--- config.mk ---
export PLATFORM = sky130hd
export DESIGN_NAME = control_pipe
export DESIGN_NICKNAME = d
export VERILOG_FILES = /design/src/rtl/mips_ctrl_pkg.sv /design/src/rtl/control_decode.sv /design/src/rtl/control_pipe.sv
export SDC_FILE = /design/constraint.sdc
export NUM_CORES = 1
export LEC_CHECK = 0
export BUFFER_PORTS_ARGS = -buffer_cell sky130_fd_sc_hd__buf_4
export CAP_MARGIN = 20
export CORE_ASPECT_RATIO = 0.8
export CORE_MARGIN = 2
export CORE_UTILIZATION = 40
export DETAILED_ROUTE_END_ITERATION = 12
export PLACE_DENSITY_LB_ADDON = 0.3
export SLEW_MARGIN = 10
export SYNTH_ARGS = -nofsm -noshare
export SYNTH_HDL_FRONTEND = slang
export SYNTH_SLANG_ARGS = --single-unit
--- constraint.sdc ---
create_clock -name clk -period 2.35 [get_ports clk]
set_clock_uncertainty 0.2 [all_clocks]
set_input_delay 0.235 -clock clk [delete_from_list [all_inputs] [get_ports clk]]
set_output_delay 0.235 -clock clk [all_outputs]
set_load 0.1 [all_outputs]
--- src/rtl/mips_ctrl_pkg.sv ---
// Shared opcode map, ALU op classes and per-stage control bundles for the
// pipelined main control.
package mips_ctrl_pkg;

  localparam int OP_W  = 6;
  localparam int ALU_W = 3;

  localparam logic [OP_W-1:0] OP_R    = 6'd0;
  localparam logic [OP_W-1:0] OP_J    = 6'd2;
  localparam logic [OP_W-1:0] OP_BEQ  = 6'd4;
  localparam logic [OP_W-1:0] OP_BNE  = 6'd5;
  localparam logic [OP_W-1:0] OP_ADDI = 6'd8;
  localparam logic [OP_W-1:0] OP_SLTI = 6'd10;
  localparam logic [OP_W-1:0] OP_ANDI = 6'd12;
  localparam logic [OP_W-1:0] OP_ORI  = 6'd13;
  localparam logic [OP_W-1:0] OP_LW   = 6'd35;
  localparam logic [OP_W-1:0] OP_SW   = 6'd43;

  localparam logic [ALU_W-1:0] ALUOP_ADD   = 3'b000;
  localparam logic [ALU_W-1:0] ALUOP_SUB   = 3'b001;
  localparam logic [ALU_W-1:0] ALUOP_FUNCT = 3'b010;
  localparam logic [ALU_W-1:0] ALUOP_OR    = 3'b011;
  localparam logic [ALU_W-1:0] ALUOP_AND   = 3'b100;
  localparam logic [ALU_W-1:0] ALUOP_SLT   = 3'b101;

  typedef struct packed {
    logic             reg_dst;
    logic             alu_src;
    logic             zero_ext;
    logic [ALU_W-1:0] alu_op;
  } ex_ctrl_t;

  typedef struct packed {
    logic mem_read;
    logic mem_write;
    logic branch;
    logic bne;
  } mem_ctrl_t;

  typedef struct packed {
    logic reg_write;
    logic mem_to_reg;
  } wb_ctrl_t;

  localparam ex_ctrl_t  EX_BUBBLE  = '0;
  localparam mem_ctrl_t MEM_BUBBLE = '0;
  localparam wb_ctrl_t  WB_BUBBLE  = '0;

endpackage

--- src/rtl/control_decode.sv ---
// Combinational ID-stage decode: opcode to EX/MEM/WB control bundles plus
// hazard/flush/trap qualifiers. Anything not a live, legal instruction is a bubble.
module control_decode
  import mips_ctrl_pkg::*;
(
  input  logic [OP_W-1:0] opcode,
  input  logic            valid,
  output ex_ctrl_t        ex,
  output mem_ctrl_t       mem,
  output wb_ctrl_t        wb,
  output logic            uses_rt,
  output logic            illegal,
  output logic            is_jump
);

  always_comb begin
    ex      = EX_BUBBLE;
    mem     = MEM_BUBBLE;
    wb      = WB_BUBBLE;
    uses_rt = 1'b0;
    illegal = 1'b0;
    is_jump = 1'b0;
    if (valid) begin
      case (opcode)
        OP_R: begin
          ex.reg_dst   = 1'b1;
          ex.alu_op    = ALUOP_FUNCT;
          wb.reg_write = 1'b1;
          uses_rt      = 1'b1;
        end
        OP_LW: begin
          ex.alu_src    = 1'b1;
          mem.mem_read  = 1'b1;
          wb.reg_write  = 1'b1;
          wb.mem_to_reg = 1'b1;
        end
        OP_SW: begin
          ex.alu_src    = 1'b1;
          mem.mem_write = 1'b1;
          uses_rt       = 1'b1;
        end
        OP_BEQ, OP_BNE: begin
          ex.alu_op  = ALUOP_SUB;
          mem.branch = 1'b1;
          mem.bne    = (opcode == OP_BNE);
          uses_rt    = 1'b1;
        end
        OP_J: is_jump = 1'b1;
        // Immediate ALU ops share everything but the op class and extension.
        OP_ADDI, OP_ORI, OP_ANDI, OP_SLTI: begin
          ex.alu_src   = 1'b1;
          ex.zero_ext  = (opcode == OP_ORI) || (opcode == OP_ANDI);
          wb.reg_write = 1'b1;
          case (opcode)
            OP_ORI:  ex.alu_op = ALUOP_OR;
            OP_ANDI: ex.alu_op = ALUOP_AND;
            OP_SLTI: ex.alu_op = ALUOP_SLT;
            default: ex.alu_op = ALUOP_ADD;
          endcase
        end
        default: illegal = 1'b1;
      endcase
    end
  end

endmodule

--- src/rtl/control_pipe.sv ---
// Pipelined main control: ID decode, ID/EX, EX/MEM and MEM/WB control
// registers, load-use stall, jump/branch flush and sticky illegal-opcode trap.
module control_pipe
  import mips_ctrl_pkg::*;
#(
  parameter int OPCODE_W  = 6,
  parameter int REG_W     = 5,
  parameter int ALUOP_W   = 3,
  parameter bit HAZARD_EN = 1'b1
) (
  input  logic                clk,
  input  logic                rst,
  input  logic [OPCODE_W-1:0] id_opcode,
  input  logic                id_valid,
  input  logic [REG_W-1:0]    id_rs,
  input  logic [REG_W-1:0]    id_rt,
  input  logic                mem_branch_taken,
  output logic                pc_write,
  output logic                ifid_write,
  output logic                if_flush,
  output logic                ex_reg_dst,
  output logic                ex_alu_src,
  output logic                ex_zero_ext,
  output logic [ALUOP_W-1:0]  ex_alu_op,
  output logic [REG_W-1:0]    ex_rt,
  output logic                mem_read,
  output logic                mem_write,
  output logic                mem_branch,
  output logic                mem_bne,
  output logic                wb_reg_write,
  output logic                wb_mem_to_reg,
  output logic                illegal_op,
  output logic [OPCODE_W-1:0] illegal_opcode
);

  ex_ctrl_t   dec_ex, idex_ex;
  mem_ctrl_t  dec_mem, idex_mem, exmem_mem;
  wb_ctrl_t   dec_wb, idex_wb, exmem_wb, memwb_wb;
  logic [REG_W-1:0] idex_rt;
  logic dec_uses_rt, dec_illegal, dec_jump, dec_live;
  logic hazard, stall;

  control_decode u_dec (
    .opcode  (id_opcode),
    .valid   (id_valid),
    .ex      (dec_ex),
    .mem     (dec_mem),
    .wb      (dec_wb),
    .uses_rt (dec_uses_rt),
    .illegal (dec_illegal),
    .is_jump (dec_jump)
  );

  // rt travels only with real instructions so bubbles stay all-zero.
  assign dec_live = id_valid & ~dec_illegal & ~dec_jump;

  assign hazard = id_valid & idex_mem.mem_read & (idex_rt != '0) &
                  ((idex_rt == id_rs) | ((idex_rt == id_rt) & dec_uses_rt));
  // A taken branch squashes the dependent instruction, so it wins over the stall.
  assign stall  = HAZARD_EN & hazard & ~mem_branch_taken & ~rst;

  assign pc_write   = ~rst & ~stall;
  assign ifid_write = ~rst & ~stall;
  assign if_flush   = ~rst & (mem_branch_taken | (dec_jump & ~stall));

  always_ff @(posedge clk) begin
    if (rst) begin
      idex_ex        <= EX_BUBBLE;
      idex_mem       <= MEM_BUBBLE;
      idex_wb        <= WB_BUBBLE;
      idex_rt        <= '0;
      exmem_mem      <= MEM_BUBBLE;
      exmem_wb       <= WB_BUBBLE;
      memwb_wb       <= WB_BUBBLE;
      illegal_op     <= 1'b0;
      illegal_opcode <= '0;
    end else begin
      if (mem_branch_taken || stall) begin
        idex_ex  <= EX_BUBBLE;
        idex_mem <= MEM_BUBBLE;
        idex_wb  <= WB_BUBBLE;
        idex_rt  <= '0;
      end else begin
        idex_ex  <= dec_ex;
        idex_mem <= dec_mem;
        idex_wb  <= dec_wb;
        idex_rt  <= dec_live ? id_rt : '0;
      end
      if (mem_branch_taken) begin
        exmem_mem <= MEM_BUBBLE;
        exmem_wb  <= WB_BUBBLE;
      end else begin
        exmem_mem <= idex_mem;
        exmem_wb  <= idex_wb;
      end
      memwb_wb <= exmem_wb;
      if (dec_illegal && !mem_branch_taken && !illegal_op) begin
        illegal_op     <= 1'b1;
        illegal_opcode <= id_opcode;
      end
    end
  end

  assign ex_reg_dst    = idex_ex.reg_dst;
  assign ex_alu_src    = idex_ex.alu_src;
  assign ex_zero_ext   = idex_ex.zero_ext;
  assign ex_alu_op     = idex_ex.alu_op;
  assign ex_rt         = idex_rt;
  assign mem_read      = exmem_mem.mem_read;
  assign mem_write     = exmem_mem.mem_write;
  assign mem_branch    = exmem_mem.branch;
  assign mem_bne       = exmem_mem.bne;
  assign wb_reg_write  = memwb_wb.reg_write;
  assign wb_mem_to_reg = memwb_wb.mem_to_reg;

endmodule
Word-level counts from Yosys, hierarchy flattened
Index checks and enable logic that the tools add are counted.
- multiplexer cells: 14
- eq/ne operators: 11
- bitwise logic cells: 22
- reductions and logical operators: 19
- operators by type and width (kind ; count):
    $eq A6 B4 Y1 const B ; 4
    $pmux W3 S3 ; 2
    $reduce_or A4 Y1 ; 4
    $eq A6 B3 Y1 const B ; 2
    $eq A6 B6 Y1 const B ; 2
    $reduce_or A6 Y1 ; 2
    $and A1 B1 Y1 ; 11
    $mux W1 ; 11
    $eq A5 B5 Y1 ; 2
    $reduce_or A10 Y1 ; 1
    $not A1 Y1 ; 9
    $eq A6 B2 Y1 const B ; 1
    $logic_not A6 Y1 ; 1
    $reduce_or A3 Y1 ; 2
    $reduce_bool A5 Y1 ; 1
    $reduce_or A2 Y1 ; 2
    $logic_and A1 B1 Y1 ; 2
    $logic_not A1 Y1 ; 2
    $logic_or A1 B1 Y1 ; 2
    $mux W2 ; 1
    $or A1 B1 Y1 ; 2
- bits in registers: 30
- input bits: 20
- logic and storage cells: 85

Longest topological paths before layout
Gate-level depths: netlist (run 1).
- depth in word-level cells: 13
- mapped depth: 7
- mapped depth without buffers: 4

Cells and area by module
A second synthesis (run 1) with hierarchy kept.
- cell total of the unflattened synthesis: 170
- area, all modules: 1515.2 um2
- by module, submodules not included (module ; cells each ; area each (um2) ; instances):
    control_pipe ; 118 ; 1211.2 ; 1
    control_decode ; 52 ; 304.0 ; 1

Worst setup path before layout (run 1)
Ideal clock, no wire load.
- kind: reg2out
- from: reg idex_rt[0] (netlist: ex_rt[0])
- to: out pc_write
- stages on the path, launching flop included: 7
- data required time: 1915 ps
- slack: -1879 ps
- arrival time: 3794 ps
- cells stage by stage: dfxtp_1 -> or4_4 -> o21ai_2 -> a2111oi_4 -> buf_6 -> o22ai_1 -> buf_4
- word-level cells in the longest chain between the ends: 8
- elaborated cells between the ends (all ways): 11
- those cells by class: eq/ne (2); bitwise (8); reduce/logical (1)
- ends and longest elaborated chain (element ; line ; RTL):
    start: declaration ; control_pipe.sv:39 ; logic [REG_W-1:0] idex_rt;
    start signal: assignment ; control_pipe.sv:87 ; idex_rt <= dec_live ? id_rt : '0;
    $eq A5 B5 Y1 ; control_pipe.sv:58 ; ((idex_rt == id_rs) | ((idex_rt == id_rt) & dec_uses_rt));
    $and A1 B1 Y1 ; control_pipe.sv:58 ;
    $or A1 B1 Y1 ; control_pipe.sv:58 ;
    $and A1 B1 Y1 * ; control_pipe.sv:57 ; assign hazard = id_valid & idex_mem.mem_read & (idex_rt != '0) &
    $and A1 B1 Y1 * (2 in series) ; control_pipe.sv:60 ; assign stall = HAZARD_EN & hazard & ~mem_branch_taken & ~rst;
    $not A1 Y1 * ; -- ;
    $and A1 B1 Y1 * ; -- ;
    end: declaration ; control_pipe.sv:18 ; output logic pc_write,
Mark *: on every way between the ends. The rest lies on a longest branch, timed or not.

Final worst setup path (run 1)
- from: reg idex_rt[0] (netlist: ex_rt[0])
- to: out if_flush
- word-level cells in the longest chain between the ends: 10
- elaborated cells between the ends (all ways): 13
- those cells by class: eq/ne (2); bitwise (10); reduce/logical (1)
- ends and longest elaborated chain (element ; line ; RTL):
    $eq A5 B5 Y1 ; control_pipe.sv:58 ;
    $and A1 B1 Y1 ; control_pipe.sv:58 ;
    $or A1 B1 Y1 ; control_pipe.sv:58 ;
    $and A1 B1 Y1 * ; control_pipe.sv:57 ;
    $and A1 B1 Y1 * (2 in series) ; control_pipe.sv:60 ;
    $not A1 Y1 * ; control_pipe.sv:64 ; assign if_flush = ~rst & (mem_branch_taken | (dec_jump & ~stall));
    $and A1 B1 Y1 * ; control_pipe.sv:64 ;
    $or A1 B1 Y1 * ; control_pipe.sv:64 ;
    $and A1 B1 Y1 * ; control_pipe.sv:64 ;
    end: declaration ; control_pipe.sv:20 ; output logic if_flush,
Marked as above.

==> run_results.csv, run 1 <==
group,metric,value,unit
outcome,outcome,"finished with violations",
outcome,violations,"setup timing",
cts,cts_made_buffers,5,
power_and_ir_drop,sw_frac_of_total,27.4,%
timing,slew_headroom,60.2,%
synth,async_flop_share,0,%
global_route,grt_pass1_wl,5550,um
cts,cts_tree,"yes",
worst_hold_path,hp-start,"id_rt[3]",
global_route,grt.total_usage,18.1,%
synth,avgSynthCellArea,9.61,um^2
final_layout,num_antenna_cells,0,
synth,syn_inst,150,
cts,cts.htree.levels,2,
place,dp_worst_setup_slack,0.0864,ns
global_route,grt_max_degree,21,
setup_path,cp.arrival,2.01,ns
synth,synth_largest_area_cell,"dfxtp_1",
synth,yosysSeqAreaShare,41.7,%
timing,maxSlewViolCount,0,
detailed_routing,drc,0,
synth,synth-compound-area-share,14.4,%
synth,yosysTopAreaCellShare,41.7,%
power_and_ir_drop,p_comb_share,18.1,%
place,gp_congestion,0.821,
synth,ys_warn_count,0,
final_layout,layout-drive-gt1-share,41.7,%
detailed_routing,first_pass_iters,4,
synth,synth_fp_nets,170,
floorplanning,die_w,71.1,um
synth,synthMuxAreaShare,3.47,%
synth,synth_commonest_cells,"dfxtp_1, nand2b_1, nor3_1, xnor2_1, inv_1",
run,cap_violations,0,
cts,insertion_delay,0.28,ns
global_route,use_met3,6.26,%
power_and_ir_drop,power.switching,0.000364,W
setup_path,critical_path_required,1.91,ns
timing,worst_slack,-0.0955,ns
synth,yosys.area_share.xor_xnor,6.08,%
synth,synth-seq-cells,30,
power_and_ir_drop,power,0.00133,W
worst_hold_path,hold_class,"input pin to flop",
setup_path,critPathKind,"flop to primary output",
global_route,antenna_found_initial,0,
synth,synth_cell_type_count,39,
floorplanning,fp.dieH,57.7,um
setup_path,worst_setup_path_start_kind,"flop",
synth,synth_edf_count,0,
detailed_routing,drt_iter0_markers,51,
global_route,gr-total-overflow,0,
global_route,grt_use_met2,27.9,%
global_route,grt_pass1_vias,1174,
cts,clockBufferDepth,2,
power_and_ir_drop,p_int,0.000966,W
floorplanning,core_area,0.00345,mm^2
setup_path,setup.worst_path.start,"ex_rt[0]$_SDFF_PP0_",
global_route,met1_usage,22.5,%
timing,setup_tns,-0.222,ns
synth,syn-cell-area,0.00144,mm^2
timing,fmax,0.409,GHz
power_and_ir_drop,ir_worst_vdd,350,uV
power_and_ir_drop,clkPwrFrac,42.9,%
global_route,top_usage_layer,"met2",
synth,synth-main-ff-cell,"dfxtp_1",
floorplanning,die_area,0.00410,mm^2
timing,hold_viol,0,
timing,min_period,2.45,ns
power_and_ir_drop,p_leak,0.842,nW
synth,synth-simple-area-share,27.5,%
cts,clk_pin_slew,0.07,ns
timing,tightestPinTransition,0.594,ns
synth,synth.most_common_cell,"dfxtp_1",
timing,rsz0062_at_grt,"yes",
detailed_routing,vias_per_cell,5.19,
final_layout,nets,225,
detailed_routing,wire_per_inst,14.1,um
place,port_buffers,46,
timing,setup_viol,3,
floorplanning,std_cell_rows,19,
timing,whs,0.00706,ns
detailed_routing,via_count,1287,
setup_path,critPathMaxFanout,3,
setup_path,end_kind,"primary output",
synth,synth_top_family_by_area,"simple AND/OR/NAND/NOR gates",
detailed_routing,postRouteAntennaNets,0,
detailed_routing,routed_wl,3490,um
cts,clock_sinks,30,
synth,synthTopCellsByArea,"dfxtp_1, nand2b_1, xnor2_1, mux2i_1, nor3_1",
floorplanning,ioPinCount,47,
final_layout,area_delta_synth_final,48.0,%
final_layout,largest_reg_flops,6,
synth,synth_adder_area_share,0,%
final_layout,max_flop_register,"illegal_opcode",
cts,cts_root_buf,"clkbuf_8",
floorplanning,start_util,41.8,%
timing,period_share,104,%
power_and_ir_drop,power_frac_seq,39.0,%
setup_path,critical_path.reg2reg.startpoint,"ex_rt[0]$_SDFF_PP0_",
power_and_ir_drop,power_density,623,mW/mm^2
## worst paths after layout
check	slack (ns)	to	cells past startpoint
worst max-delay path	-0.1	if_flush	5
worst min-delay path	0.007	ex_rt[3]$_SDFF_PP0_	3
worst max register to register	0.10	ex_rt[4]$_SDFF_PP0_	6
worst min register to register	0.23	exmem_wb[1]$_SDFF_PP0_	1
## cell usage in the layout (no fill, tap or decap), types with 2 or more instances in the layout
master and count:
nand3_1 2, a21oi_1 3, nor3_1 10, nand2_1 2, mux2i_1 5, dlygate4sd3_1 4
buf_12 3, dfxtp_2 2, nand4_1 2, nor3_2 2, buf_4 51, a31oi_1 2
nor2b_1 5, dfxtp_1 25, xnor2_1 10, nor4_2 3, and2_1 5, nor2_1 4
or3b_2 2, or3_1 2, o21ai_0 3, a2111oi_0 4, nor3b_1 2, clkbuf_8 6
nand2b_1 15, dfxtp_4 3, o21ai_4 2, inv_1 9, a21o_1 2, clkbuf_16 2
## timing repair
| item | in CTS | in global routing |
|---|---|---|
| endpoints found under the hold margin | 4 | 0 |
| setup buffers | 1 | 5 |
| resized for setup | 11 | 4 |
| setup endpoints to repair | 3 | 4 |
| hold buffers | 4 | 0 |
| pin swaps | 1 | 0 |
## metrics by stage
| stage | instances | utilization (%) | instance area, um^2 |
|---|---|---|---|
| floorplan | 150 | - | 1500 |
| global placement | 230 | 53.4 | 1840 |
| detailed placement | 230 | 53.4 | 1840 |
| CTS | 243 | 60.2 | 2070 |
| global route | 248 | 61.9 | 2130 |
| finish | 248 | 61.9 | 2130 |
## critical path, cell delays in order, from the launching register on
cell and delay, ns:
dfxtp_4 0.34, or4_4 0.57, o2111ai_4 0.28, o2111ai_2 0.17, a21oi_4 0.18, buf_12 0.19
## kinds of logic after synthesis
logic type | after synthesis
xor gates and xnor gates | 10
AOI/OAI and AO/OA | 25
DFF | 30
muxes | 5
buffers and inverters | 19
and+or+nand+nor | 61
## power groups by stage
stage               Clock, W  Sequential, W  Combinational, W
floorplan                  0       0.000585          0.000108
global placement           0       0.000530          0.000216
CTS                 0.000584       0.000519          0.000234
finish              0.000570       0.000518          0.000241
detailed placement         0       0.000530          0.000218
global route        0.000597       0.000519          0.000254
## layout make-up
class	instances	area, um^2
Tap cell	42	52.6
Clock buffer	8	133
Inverter	9	33.8
Sequential cell	30	614
Fill cell	301	1310
Timing Repair Buffer	58	483
Multi-Input combinational cell	101	817
## metal layers
layer	vias to the layer above	routed length (um)
li1	636	-
met1	607	1570
met2	40	1680
met3	4	197
met4	0	38
met5	-	0
Note: power is estimated with default switching activity, not from simulation.
==> run 2, diff against run 1 <==
--- a/config.mk
+++ b/config.mk
@@ -9,7 +9,7 @@
 export CAP_MARGIN = 20
 export CORE_ASPECT_RATIO = 0.8
 export CORE_MARGIN = 2
-export CORE_UTILIZATION = 40
+export CORE_UTILIZATION = 41
 export DETAILED_ROUTE_END_ITERATION = 12
 export PLACE_DENSITY_LB_ADDON = 0.3
 export SLEW_MARGIN = 10
==> run_results.csv, run 2 (same netlist as run 1, synthesis figures left out) <==
group,metric,value,unit
setup_path,cp.arrival,1.98,ns
detailed_routing,drt_iter0_markers,50,
global_route,grt_max_degree,21,
floorplanning,die_area,0.00401,mm^2
timing,maxSlewViolCount,0,
final_layout,nets,223,
setup_path,end_kind,"primary output",
floorplanning,die_w,70.3,um
place,dp_hpwl,2400,um
final_layout,multi_input_area,805,um^2
final_layout,num_antenna_cells,0,
floorplanning,ioPinCount,47,
detailed_routing,first_pass_iters,4,
place,dp_worst_setup_slack,0.0939,ns
cts,cts.htree.levels,2,
power_and_ir_drop,ir_worst_vdd,376,uV
final_layout,regArea,614,um^2
timing,rsz0062_at_grt,"yes",
final_layout,area_delta_synth_final,43.2,%
place,dp_cells,230,
detailed_routing,postRouteAntennaNets,0,
detailed_routing,drc,0,
final_layout,nFillCells,292,
timing,min_period,2.42,ns
global_route,gr-total-overflow,0,
outcome,outcome,"finished with violations",
timing,tightestPinTransition,0.681,ns
setup_path,worst_setup_path_start_kind,"flop",
floorplanning,core_area,0.00340,mm^2
floorplanning,std_cell_rows,19,
place,port_buffers,46,
worst_hold_path,hold_class,"input pin to flop",
floorplanning,start_util,42.4,%
final_layout,layout-drive-gt1-share,41.2,%
cts,cts_tree,"yes",
global_route,grt_pass1_wl,5480,um
final_layout,stdcell_count,246,
timing,whs,0.00273,ns
power_and_ir_drop,p_leak,0.815,nW
power_and_ir_drop,power,0.00119,W
timing,fmax,0.414,GHz
detailed_routing,via_count,1283,
timing,hold_viol,0,
global_route,grt_pass1_vias,1233,
timing,slew_headroom,54.6,%
place,gp_congestion,0.821,
global_route,grt.total_usage,17.8,%
timing,setup_viol,3,
cts,clockBufferDepth,2,
final_layout,final_common_cell,"buf_4",
setup_path,critPathMaxFanout,3,
cts,cts_made_buffers,5,
cts,insertion_delay,0.29,ns
cts,clock_sinks,30,
final_layout,max_flop_register,"illegal_opcode",
timing,period_share,103,%
power_and_ir_drop,power_density,577,mW/mm^2
detailed_routing,vias_per_cell,5.22,
setup_path,critPathKind,"flop to primary output",
final_layout,final_cell_mix,"buf_4, dfxtp_1, nand2b_1, xnor2_1, nor3_1",
cts,cts_root_buf,"clkbuf_8",
global_route,antenna_found_initial,0,
setup_path,critical_path_required,1.91,ns
cts,clk_pin_slew,0.07,ns
floorplanning,fp.dieH,57.0,um
detailed_routing,wire_per_inst,13.8,um
outcome,violations,"setup timing",
final_layout,largest_reg_flops,6,
timing,worst_slack,-0.0673,ns
detailed_routing,routed_wl,3400,um
run,cap_violations,0,
run 2: changes by cell type in the layout (fill, tap and decap cells not counted), sizes merged:
cell,delta
clkinv,+1
dlygate4sd3,-1
buf,-1
inv,+1
clkbuf,-2
run 2: metal layers:
layer  vias to the layer above  GRT usage [%]  share of wire (%)
li1                        632              -                  -
met1                       596           20.8                 44
met2                        49           29.6                 46
met3                         6           7.60                8.8
met4                         0           6.32                1.2
met5                         -              0                  0
run 2: cell type report:
type	count	area share, %
multi-input cells	101	39.0
flip-flops and latches	30	29.8
repair buffers	56	22.5
clock buffers	6	4.00
well taps	42	2.55
inverters	9	1.64
clock inverters	2	0.545
run 2: timing repair:
action | CTS | global route
gates cloned | 0 | 0
pin swaps | 2 | 2
hold endpoints to repair | 3 | 0
setup buffers | 2 | 3
hold buffers | 3 | 0
setup endpoints to repair | 3 | 3
resized for setup | 12 | 1
run 2: power by group:
part / leakage (nW) / switching, W / internal [W]
Combinational: 0.518 / 0.000154 / 0.0000859
Clock: 0.0515 / 0.000197 / 0.000236
Sequential: 0.246 / 0.00000511 / 0.000513
run 2: critical path, stage by stage (launching register included):
cell       delay, ns
dfxtp_4         0.34
or4_4           0.55
o2111ai_4       0.27
o2111ai_2       0.16
a21oi_4         0.18
buf_12          0.19
run 2: metrics by stage:
| step | TNS [ns] | instance area [um^2] | utilization [%] |
|---|---|---|---|
| 4_1_cts | -0.333 | 2040 | 60.0 |
| 3_5_place_dp | 0 | 1840 | 54.1 |
| 2_1_floorplan | -0.570 | 1500 | - |
| 3_3_place_gp | 0 | 1840 | 54.1 |
| 5_1_grt | -0.330 | 2060 | 60.7 |
| 6_report | -0.201 | 2060 | 60.7 |
run 2: final timing paths:
kind	from	slack (ns)	depth (start not counted)	endpoint
min	id_rt[0]	0.003	3	ex_rt[0]$_SDFF_PP0_
min reg2reg	idex_mem[2]$_SDFF_PP0_	0.22	1	mem_write$_SDFF_PP0_
max	ex_rt[0]$_SDFF_PP0_	-0.07	5	if_flush
max reg2reg	ex_rt[0]$_SDFF_PP0_	0.15	6	ex_rt[0]$_SDFF_PP0_
